===== src/rtl/alu_pkg.sv =====
// alu_pkg: constants and types shared by the ALU writeback slice.
//   - default register-file word/address widths
//   - 3-bit ALU opcode constants
//   - writeback FSM state type
package alu_pkg;

   localparam int unsigned DATA_W_DEF = 16;
   localparam int unsigned ADDR_W_DEF = 4;

   localparam logic [2:0] OP_ADD = 3'b000;
   localparam logic [2:0] OP_MUL = 3'b001;
   localparam logic [2:0] OP_AND = 3'b010;
   localparam logic [2:0] OP_OR  = 3'b011;
   localparam logic [2:0] OP_DIV = 3'b100;
   localparam logic [2:0] OP_GT  = 3'b101;
   localparam logic [2:0] OP_LT  = 3'b110;
   localparam logic [2:0] OP_SHL = 3'b111;

   typedef enum logic [1:0] {
      IDLE  = 2'd0,
      WR_LO = 2'd1,
      WR_HI = 2'd2
   } wb_state_t;

endpackage


===== src/rtl/alu_writeback.sv =====
// alu_writeback: takes ALU results over a valid/ready handshake and writes
// them into the register file. Mul results are double-width and take two
// writes (low half to rd, high half to rd+1 with wrap). Compare ops update
// the architectural flag register.
// Ports:
//   clk, rst_n                  clock, async active-low reset
//   in_valid / in_ready         result handshake
//   alu_op, d_out, rd           opcode, 2*DATA_W result, destination register
//   z_flag, a_grt_b, b_grt_a    ALU compare flags
//   wr_en, wr_addr, wr_data     register-file write port
//   flag_z, flag_gt, flag_lt    architectural flag register
//   wb_done                     pulse on the last write of an op
module alu_writeback
   import alu_pkg::*;
#(
   parameter int unsigned DATA_W = DATA_W_DEF,
   parameter int unsigned ADDR_W = ADDR_W_DEF
) (
   input  logic                  clk,
   input  logic                  rst_n,
   input  logic                  in_valid,
   output logic                  in_ready,
   input  logic [2:0]            alu_op,
   input  logic [2*DATA_W-1:0]   d_out,
   input  logic [ADDR_W-1:0]     rd,
   input  logic                  z_flag,
   input  logic                  a_grt_b,
   input  logic                  b_grt_a,
   output logic                  wr_en,
   output logic [ADDR_W-1:0]     wr_addr,
   output logic [DATA_W-1:0]     wr_data,
   output logic                  flag_z,
   output logic                  flag_gt,
   output logic                  flag_lt,
   output logic                  wb_done
);

   wb_state_t             state, next_state;
   logic [2:0]            cap_op;
   logic [2*DATA_W-1:0]   cap_data;
   logic [ADDR_W-1:0]     cap_rd;
   logic                  cap_z, cap_gt, cap_lt;
   logic                  accept;
   logic                  cap_is_mul;

   assign cap_is_mul = (cap_op == OP_MUL);
   assign accept     = in_valid && in_ready;

   always_comb begin
      next_state = state;
      in_ready   = 1'b0;
      case (state)
         IDLE: begin
            in_ready = 1'b1;
            if (accept) next_state = WR_LO;
         end
         WR_LO: begin
            in_ready = !cap_is_mul;
            if (cap_is_mul)  next_state = WR_HI;
            else if (accept) next_state = WR_LO;
            else             next_state = IDLE;
         end
         WR_HI:   next_state = IDLE;
         default: next_state = IDLE;
      endcase
   end

   always_ff @(posedge clk or negedge rst_n) begin
      if (!rst_n) state <= IDLE;
      else        state <= next_state;
   end

   always_ff @(posedge clk or negedge rst_n) begin
      if (!rst_n) begin
         cap_op   <= '0;
         cap_data <= '0;
         cap_rd   <= '0;
         cap_z    <= 1'b0;
         cap_gt   <= 1'b0;
         cap_lt   <= 1'b0;
      end else if (accept) begin
         cap_op   <= alu_op;
         cap_data <= d_out;
         cap_rd   <= rd;
         cap_z    <= z_flag;
         cap_gt   <= a_grt_b;
         cap_lt   <= b_grt_a;
      end
   end

   // Write-port outputs are registered so they line up with the state that
   // is entered on the same edge: an accept loads the low-half write directly
   // from the inputs, and the WR_LO of a mul loads the high-half write from
   // the capture registers. Address/data hold when no write follows.
   always_ff @(posedge clk or negedge rst_n) begin
      if (!rst_n) begin
         wr_en   <= 1'b0;
         wr_addr <= '0;
         wr_data <= '0;
         wb_done <= 1'b0;
      end else if (accept) begin
         wr_en   <= 1'b1;
         wr_addr <= rd;
         wr_data <= d_out[DATA_W-1:0];
         wb_done <= (alu_op != OP_MUL);
      end else if (state == WR_LO && cap_is_mul) begin
         wr_en   <= 1'b1;
         wr_addr <= cap_rd + ADDR_W'(1);
         wr_data <= cap_data[2*DATA_W-1:DATA_W];
         wb_done <= 1'b1;
      end else begin
         wr_en   <= 1'b0;
         wb_done <= 1'b0;
      end
   end

   always_ff @(posedge clk or negedge rst_n) begin
      if (!rst_n) begin
         flag_z  <= 1'b0;
         flag_gt <= 1'b0;
         flag_lt <= 1'b0;
      end else if (state == WR_LO && (cap_op == OP_GT || cap_op == OP_LT)) begin
         flag_z  <= cap_z;
         flag_gt <= cap_gt;
         flag_lt <= cap_lt;
      end
   end

endmodule


===== config.mk =====
export PLATFORM = sky130hd
export DESIGN_NAME = alu_writeback
export DESIGN_NICKNAME = d
export VERILOG_FILES = /design/src/rtl/alu_pkg.sv /design/src/rtl/alu_writeback.sv
export SDC_FILE = /design/constraint.sdc
export NUM_CORES = 1
export LEC_CHECK = 0
export ABC_AREA = 1
export CORE_MARGIN = 8
export CORE_UTILIZATION = 50
export CTS_CLUSTER_SIZE = 8
export DETAILED_ROUTE_END_ITERATION = 12
export GPL_ROUTABILITY_DRIVEN = 0
export GPL_TIMING_DRIVEN = 0
export PLACE_DENSITY = 0.85
export SETUP_SLACK_MARGIN = 0.05
export SYNTH_ARGS = -nofsm -noshare
export SYNTH_HDL_FRONTEND = slang
export SYNTH_SLANG_ARGS = --single-unit

===== constraint.sdc =====
create_clock -name clk -period 2.4 [get_ports clk]
set_input_delay 0.48 -clock clk [delete_from_list [all_inputs] [get_ports clk]]
set_output_delay 0.48 -clock clk [all_outputs]
set_load 0.05 [all_outputs]

==> results of run 1 <==
final timing paths:
kind / from / end / slack [ns]
max: cap_op[0] / in_ready / 0.32
min: rst_n / wr_data[2] / 0.15
max reg2reg: cap_op[1] / wr_data[5] / 1.03
min reg2reg: cap_data[31] / cap_data[31] / 0.49
max in group asynchronous: rst_n / cap_data[18] / 1.71
min in group clk: cap_data[31] / cap_data[31] / 0.49
synthesized netlist by cell type, types with 2 or more instances:
| master | instances | area (um2) |
|---|---|---|
| nand2_1 | 117 | 439 |
| dfrtp_1 | 53 | 1330 |
| nand3_1 | 36 | 180 |
| inv_1 | 10 | 37.5 |
| o21ai_1 | 7 | 35.0 |
| buf_4 | 6 | 45.0 |
| nand4_1 | 5 | 31.3 |
| buf_6 | 4 | 45.0 |
| o21ai_0 | 4 | 20.0 |
| inv_2 | 3 | 11.3 |
| buf_2 | 2 | 10.0 |
| nand2_4 | 2 | 22.5 |
| nand3b_1 | 2 | 15.0 |
| nor2_2 | 2 | 12.5 |
power by group through the flow:
stage,registers (mW),clock network [mW],logic (mW)
after floorplan,1.61,0,0.340
after global placement,1.21,0,1.16
after detailed placement,1.22,0,1.18
after CTS,1.21,0.550,1.19
after global routing,1.23,0.585,1.25
final,1.21,0.547,1.17
repair_timing:
item	in CTS	in global routing
setup endpoints to repair	1	0
gates resized for setup	1	0
hold buffers	0	0
routing by layer:
metal  GRT usage (%)  share of wire, %  wire length [um]
met1            18.9                41              2430
met2            29.7                52              3100
met3            5.08               5.8               345
met4            6.91               1.4                84
met5               0                 0                 0
kinds of logic (layout without fill, tap and decap cells):
logic type                 after synthesis  count (layout)  share of synthesized area (%)
AOI/OAI and AO/OA                       12              12                           2.72
xor gates and xnor gates                 1               1                          0.380
adders and majority gates                1               1                          0.543
buffers and inverters                   26             105                           6.74
DFF                                     53              53                           57.6
and+or+nand+nor                        168             168                           32.0
state kept, by name, indices dropped and copies added, names as in the netlist, 2 cells and up:
register / count
cap_data: 16
wr_data: 16
cap_rd: 4
wr_addr: 4
cap_op: 3
state: 2
per-stage QoR:
step / std cells / instance area, um2 / setup slack, ns / total power [mW]
2_1_floorplan: 261 / 2300 / 0.990 / 1.95
3_3_place_gp: 383 / 3070 / -0.651 / 2.37
3_5_place_dp: 384 / 3080 / 0.382 / 2.40
4_1_cts: 392 / 3180 / 0.313 / 2.94
5_1_grt: 392 / 3180 / 0.238 / 3.07
6_report: 392 / 3180 / 0.317 / 2.93
worst register-to-register path, delay by kind of cell, from the launching register on:
| family | cells | cell delay, ns |
|---|---|---|
| simple gates | 5 | 0.53 |
| flops | 1 | 0.44 |
| buf+inv | 2 | 0.28 |
layout make-up:
class | count | area [um2] | area share, %
plain buffers | 12 | 100 | 3.14
clock buffers | 7 | 96.3 | 3.03
clock inverters | 1 | 5.00 | 0.157
inverters | 14 | 55.1 | 1.73
multi-input cells | 182 | 822 | 25.8
flip-flops and latches | 53 | 1330 | 41.7
well taps | 52 | 65.1 | 2.04
repair buffers | 71 | 714 | 22.4
==> metrics.csv, run 1 <==
stage,metric,value,unit
run_status,status,finished clean,
clock_network,worst-skew pair later-pin latency,0.31,ns
pwr,logic gate share of total power,40.1,%
worst_setup_path,slowest CP cell,dlygate4sd2_1,
floorplanning,Die W,83.9,um
floorplanning,Die Area,7040,um2
synth,Async SR Flop Fraction,100,%
timing,WHS,0.148,ns
cells_and_area,Finished Core Util,72.6,%
cells_and_area,synth-to-layout area growth,38.2,%
routing,Routed Antenna Nets,0,
clock_network,clk buf depth,2,
synth,mapped cell area,2300,um2
cells_and_area,share of layout cells above drive strength 1,9.41,%
worst_setup_path,kind of critical path,flop to output pin,
timing,Slew headroom,63.7,%
pwr,Worst IR Drop VDD,0.593,mV
global_route,initial antenna violation count,0,
floorplanning,Ports,71,
global_route,All-Layer GR Usage,17.1,%
global_route,largest net degree at the start of global routing,31,
routing,total number of vias,2006,
timing,Worst Max-Slew Pin Slew,0.544,ns
clock_network,CTS clock-pin slew for the worst setup and hold paths,0.10,ns
cells_and_area,ANT cells,0,
floorplanning,DIE HEIGHT,83.9,um
synth,"EDFF count, synth",0,
routing,drt pass-1 iters,4,
pwr,power density cells,919,nW/um2
timing,max-slew violation count,0,
routing,Post-route DRC,0,
global_route,vias in the first global route,2106,
cells_and_area,most frequent cells in the layout,"117 x nand2_1, 68 x clkdlybuf4s50_1, 53 x dfrtp_1",
clock_network,CTS tree,yes,
cells_and_area,"most common cell after layout, fill and taps aside",nand2_1,
timing,Final period util,86.8,%
worst_setup_path,Worst Path Buf+Inv,3,
synth,number of library cell types mapped by synthesis,22,
pwr,Switching Share,39.7,%
synth,synth warn,0,
global_route,total gr overflow,0,
cells_and_area,Fill cells,322,
clock_network,H-tree Lvls,2,
pwr,NetSw,1.16,mW
clock_network,clock sinks,53,
synth,ys flop type,dfrtp_1,
clock_network,root buf cell,clkbuf_8,
worst_setup_path,worst path required time,1.92,ns
worst_setup_path,cell family with most CP delay,buffers and inverters,
run,max_cap viols,0,
timing,setup violators final,0,
floorplanning,Core ar.,4380,um2
clock_network,total CTS buffers,5,
pwr,internal power,1.77,mW
synth,syn avg cell area,8.83,um2
clock_network,Post-CTS Repair Setup Buffers,0,
routing,DR iter-0 viols,101,
worst_setup_path,crit end category,output pin,
cells_and_area,Layout Nets,385,
worst_setup_path,CP arrival,1.60,ns
worst_setup_path,max incr delay on CP,0.52,ns
timing,RSZ-0062 raised after global routing,no,
worst_setup_path,Worst Reg-to-Reg Cells,7,
floorplanning,Core Rows,24,
pwr,Pleak,1.58,nW
worst_hold_path,Hold WC Path Type,input port to asynchronous set/reset pin,
timing,fmax,480,MHz
routing,final WL,5960,um
synth,register area share after synthesis,57.6,%
timing,final critical-path required period,2.08,ns
timing,Layout Skew,0.0132,ns
floorplanning,starting density of the core,52.5,%
worst_setup_path,WP depth,6,
timing,Final Hold Viols,0,
place,Port Buffers,70,
worst_setup_path,CP startpoint kind,flop,
pwr,Clk network pwr share,18.7,%
synth,Mapped Nets,307,
timing,TNS Setup,0,ns
place,DPL Wire Length,4470,um
global_route,global-route wire length before repair,9800,um
worst_setup_path,CP cell instances,inv_2 -> nor2_4 -> nand2_4 -> nand2_1 -> inv_1 -> dlygate4sd2_1,
worst_setup_path,critical-path maximum fanout,6,
synth,Synth Register Bits,53,
routing,DR vias/cell,5.12,
routing,Wirelength per Cell,15.2,um
pwr,Seq pwr share,41.2,%
synth,cells after synthesis,261,
No activity file was read; power rests on OpenSTA's default activity.
==> run 2, diff against run 1 <==
--- a/config.mk
+++ b/config.mk
@@ -8,12 +8,12 @@
 export ABC_AREA = 1
 export CORE_MARGIN = 8
 export CORE_UTILIZATION = 50
+export CTS_BUF_LIST = sky130_fd_sc_hd__clkbuf_16
 export CTS_CLUSTER_SIZE = 8
 export DETAILED_ROUTE_END_ITERATION = 12
 export GPL_ROUTABILITY_DRIVEN = 0
 export GPL_TIMING_DRIVEN = 0
 export PLACE_DENSITY = 0.85
-export SETUP_SLACK_MARGIN = 0.05
 export SYNTH_ARGS = -nofsm -noshare
 export SYNTH_HDL_FRONTEND = slang
 export SYNTH_SLANG_ARGS = --single-unit
==> run 2 against run 1 <==
- clock power up 24%
- clock skew shrank 0.0050 ns
- final cell count stayed put
- critical path type unchanged
==> metrics.csv, run 2 (synthesis results as in run 1) <==
stage,metric,value,unit
clock_network,CTS tree,yes,
pwr,Switching Share,38.5,%
worst_setup_path,CP startpoint kind,flop,
timing,final critical-path required period,1.97,ns
worst_setup_path,CP arrival,1.49,ns
worst_setup_path,slowest CP cell,clkdlybuf4s50_1,
floorplanning,Core Rows,24,
timing,fmax,508,MHz
timing,Slew headroom,63.7,%
worst_setup_path,crit end category,output pin,
cells_and_area,"non-filler cells, final",392,
worst_setup_path,Worst Path Buf+Inv,1,
floorplanning,Ports,71,
clock_network,H-tree Lvls,2,
pwr,power density cells,951,nW/um2
clock_network,root buf cell,clkbuf_16,
cells_and_area,"most common cell after layout, fill and taps aside",nand2_1,
global_route,initial antenna violation count,0,
timing,WHS,0.175,ns
pwr,Clk network pwr share,22.2,%
routing,Wirelength per Cell,15.5,um
worst_setup_path,worst path required time,1.92,ns
timing,RSZ-0062 raised after global routing,no,
floorplanning,Die Area,7040,um2
cells_and_area,synth-to-layout area growth,40.0,%
routing,Post-route DRC,0,
clock_network,worst-skew pair later-pin latency,0.29,ns
cells_and_area,Layout Nets,385,
floorplanning,starting density of the core,52.5,%
pwr,Seq pwr share,39.4,%
pwr,Worst IR Drop VDD,0.575,mV
global_route,vias in the first global route,2103,
place,placed cells,384,
routing,DR vias/cell,5.15,
clock_network,clock sinks,53,
worst_setup_path,max incr delay on CP,0.84,ns
timing,TNS Setup,0,ns
place,Setup WS pre-CTS,0.382,ns
timing,Final period util,82.0,%
place,DPL Wire Length,4470,um
cells_and_area,Fill cells,321,
worst_setup_path,critical-path maximum fanout,2,
pwr,NetSw,1.18,mW
floorplanning,Die W,83.9,um
timing,Final Hold Viols,0,
worst_setup_path,CP cell instances,clkdlybuf4s50_1,
cells_and_area,ANT cells,0,
cells_and_area,Finished Core Util,73.5,%
timing,max-slew violation count,0,
floorplanning,Core ar.,4380,um2
clock_network,CTS clock-pin slew for the worst setup and hold paths,0.07,ns
global_route,total gr overflow,0,
pwr,Pleak,1.59,nW
clock_network,clk buf depth,2,
cells_and_area,biggest regs,"cap_data x16, wr_data x16",
timing,"Worst Setup Slack, final",0.432,ns
run,max_cap viols,0,
timing,setup violators final,0,
pwr,logic gate share of total power,38.4,%
timing,Worst Max-Slew Pin Slew,0.543,ns
pwr,internal power,1.89,mW
clock_network,total CTS buffers,5,
worst_setup_path,cell family with most CP delay,buffers and inverters,
cells_and_area,share of layout cells above drive strength 1,8.82,%
routing,Routed Antenna Nets,0,
timing,Layout Skew,0.00815,ns
global_route,All-Layer GR Usage,17.4,%
run_status,status,finished clean,
routing,DR iter-0 viols,91,
cells_and_area,most frequent cells in the layout,"117 x nand2_1, 68 x clkdlybuf4s50_1, 53 x dfrtp_1",
global_route,global-route wire length before repair,9970,um
place,Port Buffers,70,
worst_setup_path,kind of critical path,flop to output pin,
floorplanning,DIE HEIGHT,83.9,um
global_route,largest net degree at the start of global routing,31,
routing,drt pass-1 iters,4,
routing,final WL,6090,um
worst_hold_path,Hold WC Path Type,input port to asynchronous set/reset pin,
routing,total number of vias,2018,
## run 2: metrics by stage
step | power (mW) | cell area, um2
global route | 3.21 | 3220
global placement | 2.37 | 3070
CTS | 3.08 | 3220
detailed placement | 2.40 | 3080
finish | 3.06 | 3220
floorplan | 1.95 | 2300
## run 2: final cells by class
| class | count | area [um2] | area share, % |
|---|---|---|---|
| repair buffers | 71 | 718 | 22.3 |
| clock inverters | 3 | 12.5 | 0.388 |
| well taps | 52 | 65.1 | 2.02 |
| clock buffers | 5 | 125 | 3.88 |
| plain buffers | 12 | 100 | 3.10 |
| flip-flops and latches | 53 | 1330 | 41.1 |
| inverters | 14 | 55.1 | 1.71 |
| multi-input cells | 182 | 822 | 25.5 |
## run 2: what timing repair did
action,4_1_cts,5_1_grt
buffers inserted,0,0
hold buffers,0,0
gates resized for setup,0,1
setup endpoints to repair,0,1
## run 2: power by group through the flow
stage	combinational [mW]	clock [mW]	sequential (mW)
global placement	1.16	0	1.21
global route	1.26	0.719	1.23
floorplan	0.340	0	1.61
CTS	1.19	0.686	1.21
finish	1.18	0.679	1.21
detailed placement	1.18	0	1.22
## run 2: routing by layer
layer	up-vias	track usage, %	wire length, um
met5	-	0	0
li1	983	-	-
met4	0	5.81	74
met3	7	4.69	390
met1	951	19.5	2420
met2	77	30.9	3210
## run 2: worst paths after layout
kind	start	end	slack (ns)	cells past startpoint
max	wr_data[11]	wr_data[11]	0.43	1
min	rst_n	wr_data[2]	0.18	1
max reg2reg	cap_op[1]	wr_data[5]	1.02	7
min reg2reg	cap_data[31]	cap_data[31]	0.48	2
max in group asynchronous	rst_n	cap_data[18]	1.68	2
min in group clk	cap_data[31]	cap_data[31]	0.48	2
==> run 3, diff against run 2 <==
--- a/config.mk
+++ b/config.mk
@@ -7,13 +7,13 @@
 export LEC_CHECK = 0
 export ABC_AREA = 1
 export CORE_MARGIN = 8
-export CORE_UTILIZATION = 50
+export CORE_UTILIZATION = 42
 export CTS_BUF_LIST = sky130_fd_sc_hd__clkbuf_16
 export CTS_CLUSTER_SIZE = 8
 export DETAILED_ROUTE_END_ITERATION = 12
 export GPL_ROUTABILITY_DRIVEN = 0
 export GPL_TIMING_DRIVEN = 0
-export PLACE_DENSITY = 0.85
+export PLACE_DENSITY = 0.76
 export SYNTH_ARGS = -nofsm -noshare
 export SYNTH_HDL_FRONTEND = slang
 export SYNTH_SLANG_ARGS = --single-unit
==> constraint.sdc (replaced) <==
create_clock -name clk -period 1.6 [get_ports clk]
set_input_delay 0.32 -clock clk [delete_from_list [all_inputs] [get_ports clk]]
set_output_delay 0.32 -clock clk [all_outputs]
set_load 0.05 [all_outputs]
==> run 3 against run 2 <==
- the run now ends with hold timing left
- global-route usage decreased by 2.3 points
- cell area about the same
- final cell count increased by 5.4%
- largest power group unchanged
==> metrics.csv, run 3 (synthesis results as in run 1) <==
stage,metric,value,unit
pwr,Worst IR Drop VDD,0.699,mV
floorplanning,Core Rows,27,
clock_network,clock sinks,53,
cells_and_area,most frequent cells in the layout,"117 x nand2_1, 53 x dfrtp_1, 43 x clkdlybuf4s50_1",
floorplanning,Ports,71,
global_route,vias in the first global route,2120,
worst_setup_path,slowest CP cell,dlygate4sd2_1,
worst_setup_path,CP arrival,1.19,ns
worst_setup_path,CP startpoint kind,flop,
pwr,Pleak,1.66,nW
routing,Routed Antenna Nets,0,
cells_and_area,share of layout cells above drive strength 1,9.68,%
clock_network,total CTS buffers,5,
timing,setup violators final,0,
routing,final WL,5880,um
cells_and_area,ANT cells,0,
routing,Post-route DRC,0,
clock_network,CTS clock-pin slew for the worst setup and hold paths,0.07,ns
worst_setup_path,Worst setup startpoint,wr_data[10],
timing,Layout Skew,0.00511,ns
worst_setup_path,max incr delay on CP,0.55,ns
floorplanning,Core ar.,5410,um2
cells_and_area,"most common cell after layout, fill and taps aside",nand2_1,
worst_setup_path,worst path required time,1.28,ns
cells_and_area,FF/Latch Area,1330,um2
timing,WHS,-0.0123,ns
worst_setup_path,kind of critical path,flop to output pin,
cells_and_area,Fill cells,510,
pwr,power density cells,1380,nW/um2
timing,Worst Max-Slew Pin Slew,0.525,ns
global_route,total gr overflow,0,
clock_network,root buf cell,clkbuf_16,
timing,Final Hold Viols,21,
clock_network,worst-skew pair later-pin latency,0.29,ns
worst_setup_path,crit end category,output pin,
worst_setup_path,Worst Path Buf+Inv,1,
global_route,global-route wire length before repair,9930,um
place,DPL Wire Length,4350,um
clock_network,clk buf depth,2,
floorplanning,starting density of the core,42.6,%
cells_and_area,Layout Nets,386,
floorplanning,Die W,90.1,um
routing,DR vias/cell,4.66,
global_route,largest net degree at the start of global routing,33,
worst_setup_path,CP cell instances,dlygate4sd2_1,
timing,final critical-path required period,1.51,ns
timing,RSZ-0062 raised after global routing,no,
cells_and_area,biggest regs,"cap_data x16, wr_data x16",
cells_and_area,fin area,3230,um2
timing,fmax,661,MHz
clock_network,CTS tree,yes,
pwr,Tot Pwr,4.46,mW
place,Port Buffers,70,
worst_hold_path,Hold WC Path Type,input port to asynchronous set/reset pin,
routing,total number of vias,1924,
place,area post-placement,3110,um2
run,max_cap viols,0,
cells_and_area,synth-to-layout area growth,40.0,%
floorplanning,Die Area,8110,um2
routing,DR iter-0 viols,54,
worst_setup_path,R2R Path Start,cap_op[1],
global_route,All-Layer GR Usage,15.1,%
cells_and_area,area of the multi-input gates,822,um2
worst_setup_path,cell family with most CP delay,buffers and inverters,
run_status,violated checks,hold timing,
timing,Slew headroom,65.1,%
global_route,initial antenna violation count,0,
clock_network,cts-stage hold buffer count,0,
floorplanning,DIE HEIGHT,90.1,um
run_status,status,"complete, but fails checks",
timing,Final period util,94.5,%
routing,drt pass-1 iters,4,
worst_setup_path,critical-path maximum fanout,2,
routing,Wirelength per Cell,14.2,um
timing,max-slew violation count,0,
clock_network,H-tree Lvls,2,
## run 3: cell types whose count changed in the layout (fill, tap and decap cells not counted), sizes merged
| cell | before | now |
|---|---|---|
| buf | 14 | 16 |
| clkdlybuf4s50 | 68 | 43 |
| clkinv | 3 | 2 |
| dlygate4sd2 | 0 | 25 |
| dlymetal6s2s | 1 | 0 |
| inv | 14 | 15 |
## run 3: layout make-up
type,instances,share of cell area [%]
well taps,72,2.79
inverters,14,1.71
clock buffers,5,3.88
clock inverters,3,0.427
flip-flops and latches,53,41.1
multi-input cells,182,25.5
plain buffers,12,3.10
repair buffers,72,21.5
## run 3: through the flow
step	setup TNS (ns)	hold slack, ns	worst slack, ns	utilization [%]	cells
floorplan	0	0.0244	0.350	-	261
global placement	-70.55	0.462	-1.33	57.2	403
detailed placement	-0.242	0.315	-0.219	57.5	404
CTS	-0.124	0.00191	-0.124	59.5	412
global route	0	0.0302	0.0167	59.7	413
finish	0	-0.0123	0.0874	59.7	413
## run 3: layer usage
layer	GRT usage [%]	part of all wire [%]
met5	0	0
met4	6.10	1.0
met3	4.32	5.5
met2	26.4	51
met1	17.0	42
## run 3: report_power, final
group	total, mW	switching [mW]	internal, mW
Combinational	1.64	1.12	0.512
Clock	1.03	0.459	0.569
Sequential	1.80	0.163	1.63
Total	4.46	1.75	2.72
## run 3: what timing repair did
item,CTS,global route
pin swaps,0,1
buffers inserted,0,1
resized for setup,28,5
hold endpoints to repair,0,0
setup endpoints to repair,26,1
## run 3: path summary, 6_finish.rpt
path                       slack, ns  depth (start not counted)      endpoint
setup reg to reg                0.29                          7   wr_data[14]
hold / removal                 -0.01                          1  cap_data[22]
hold reg to reg                 0.48                          2  cap_data[22]
setup / recovery                0.09                          1   wr_data[10]
max in group asynchronous       1.07                          2     cap_rd[3]
min in group clk                0.48                          2  cap_data[22]
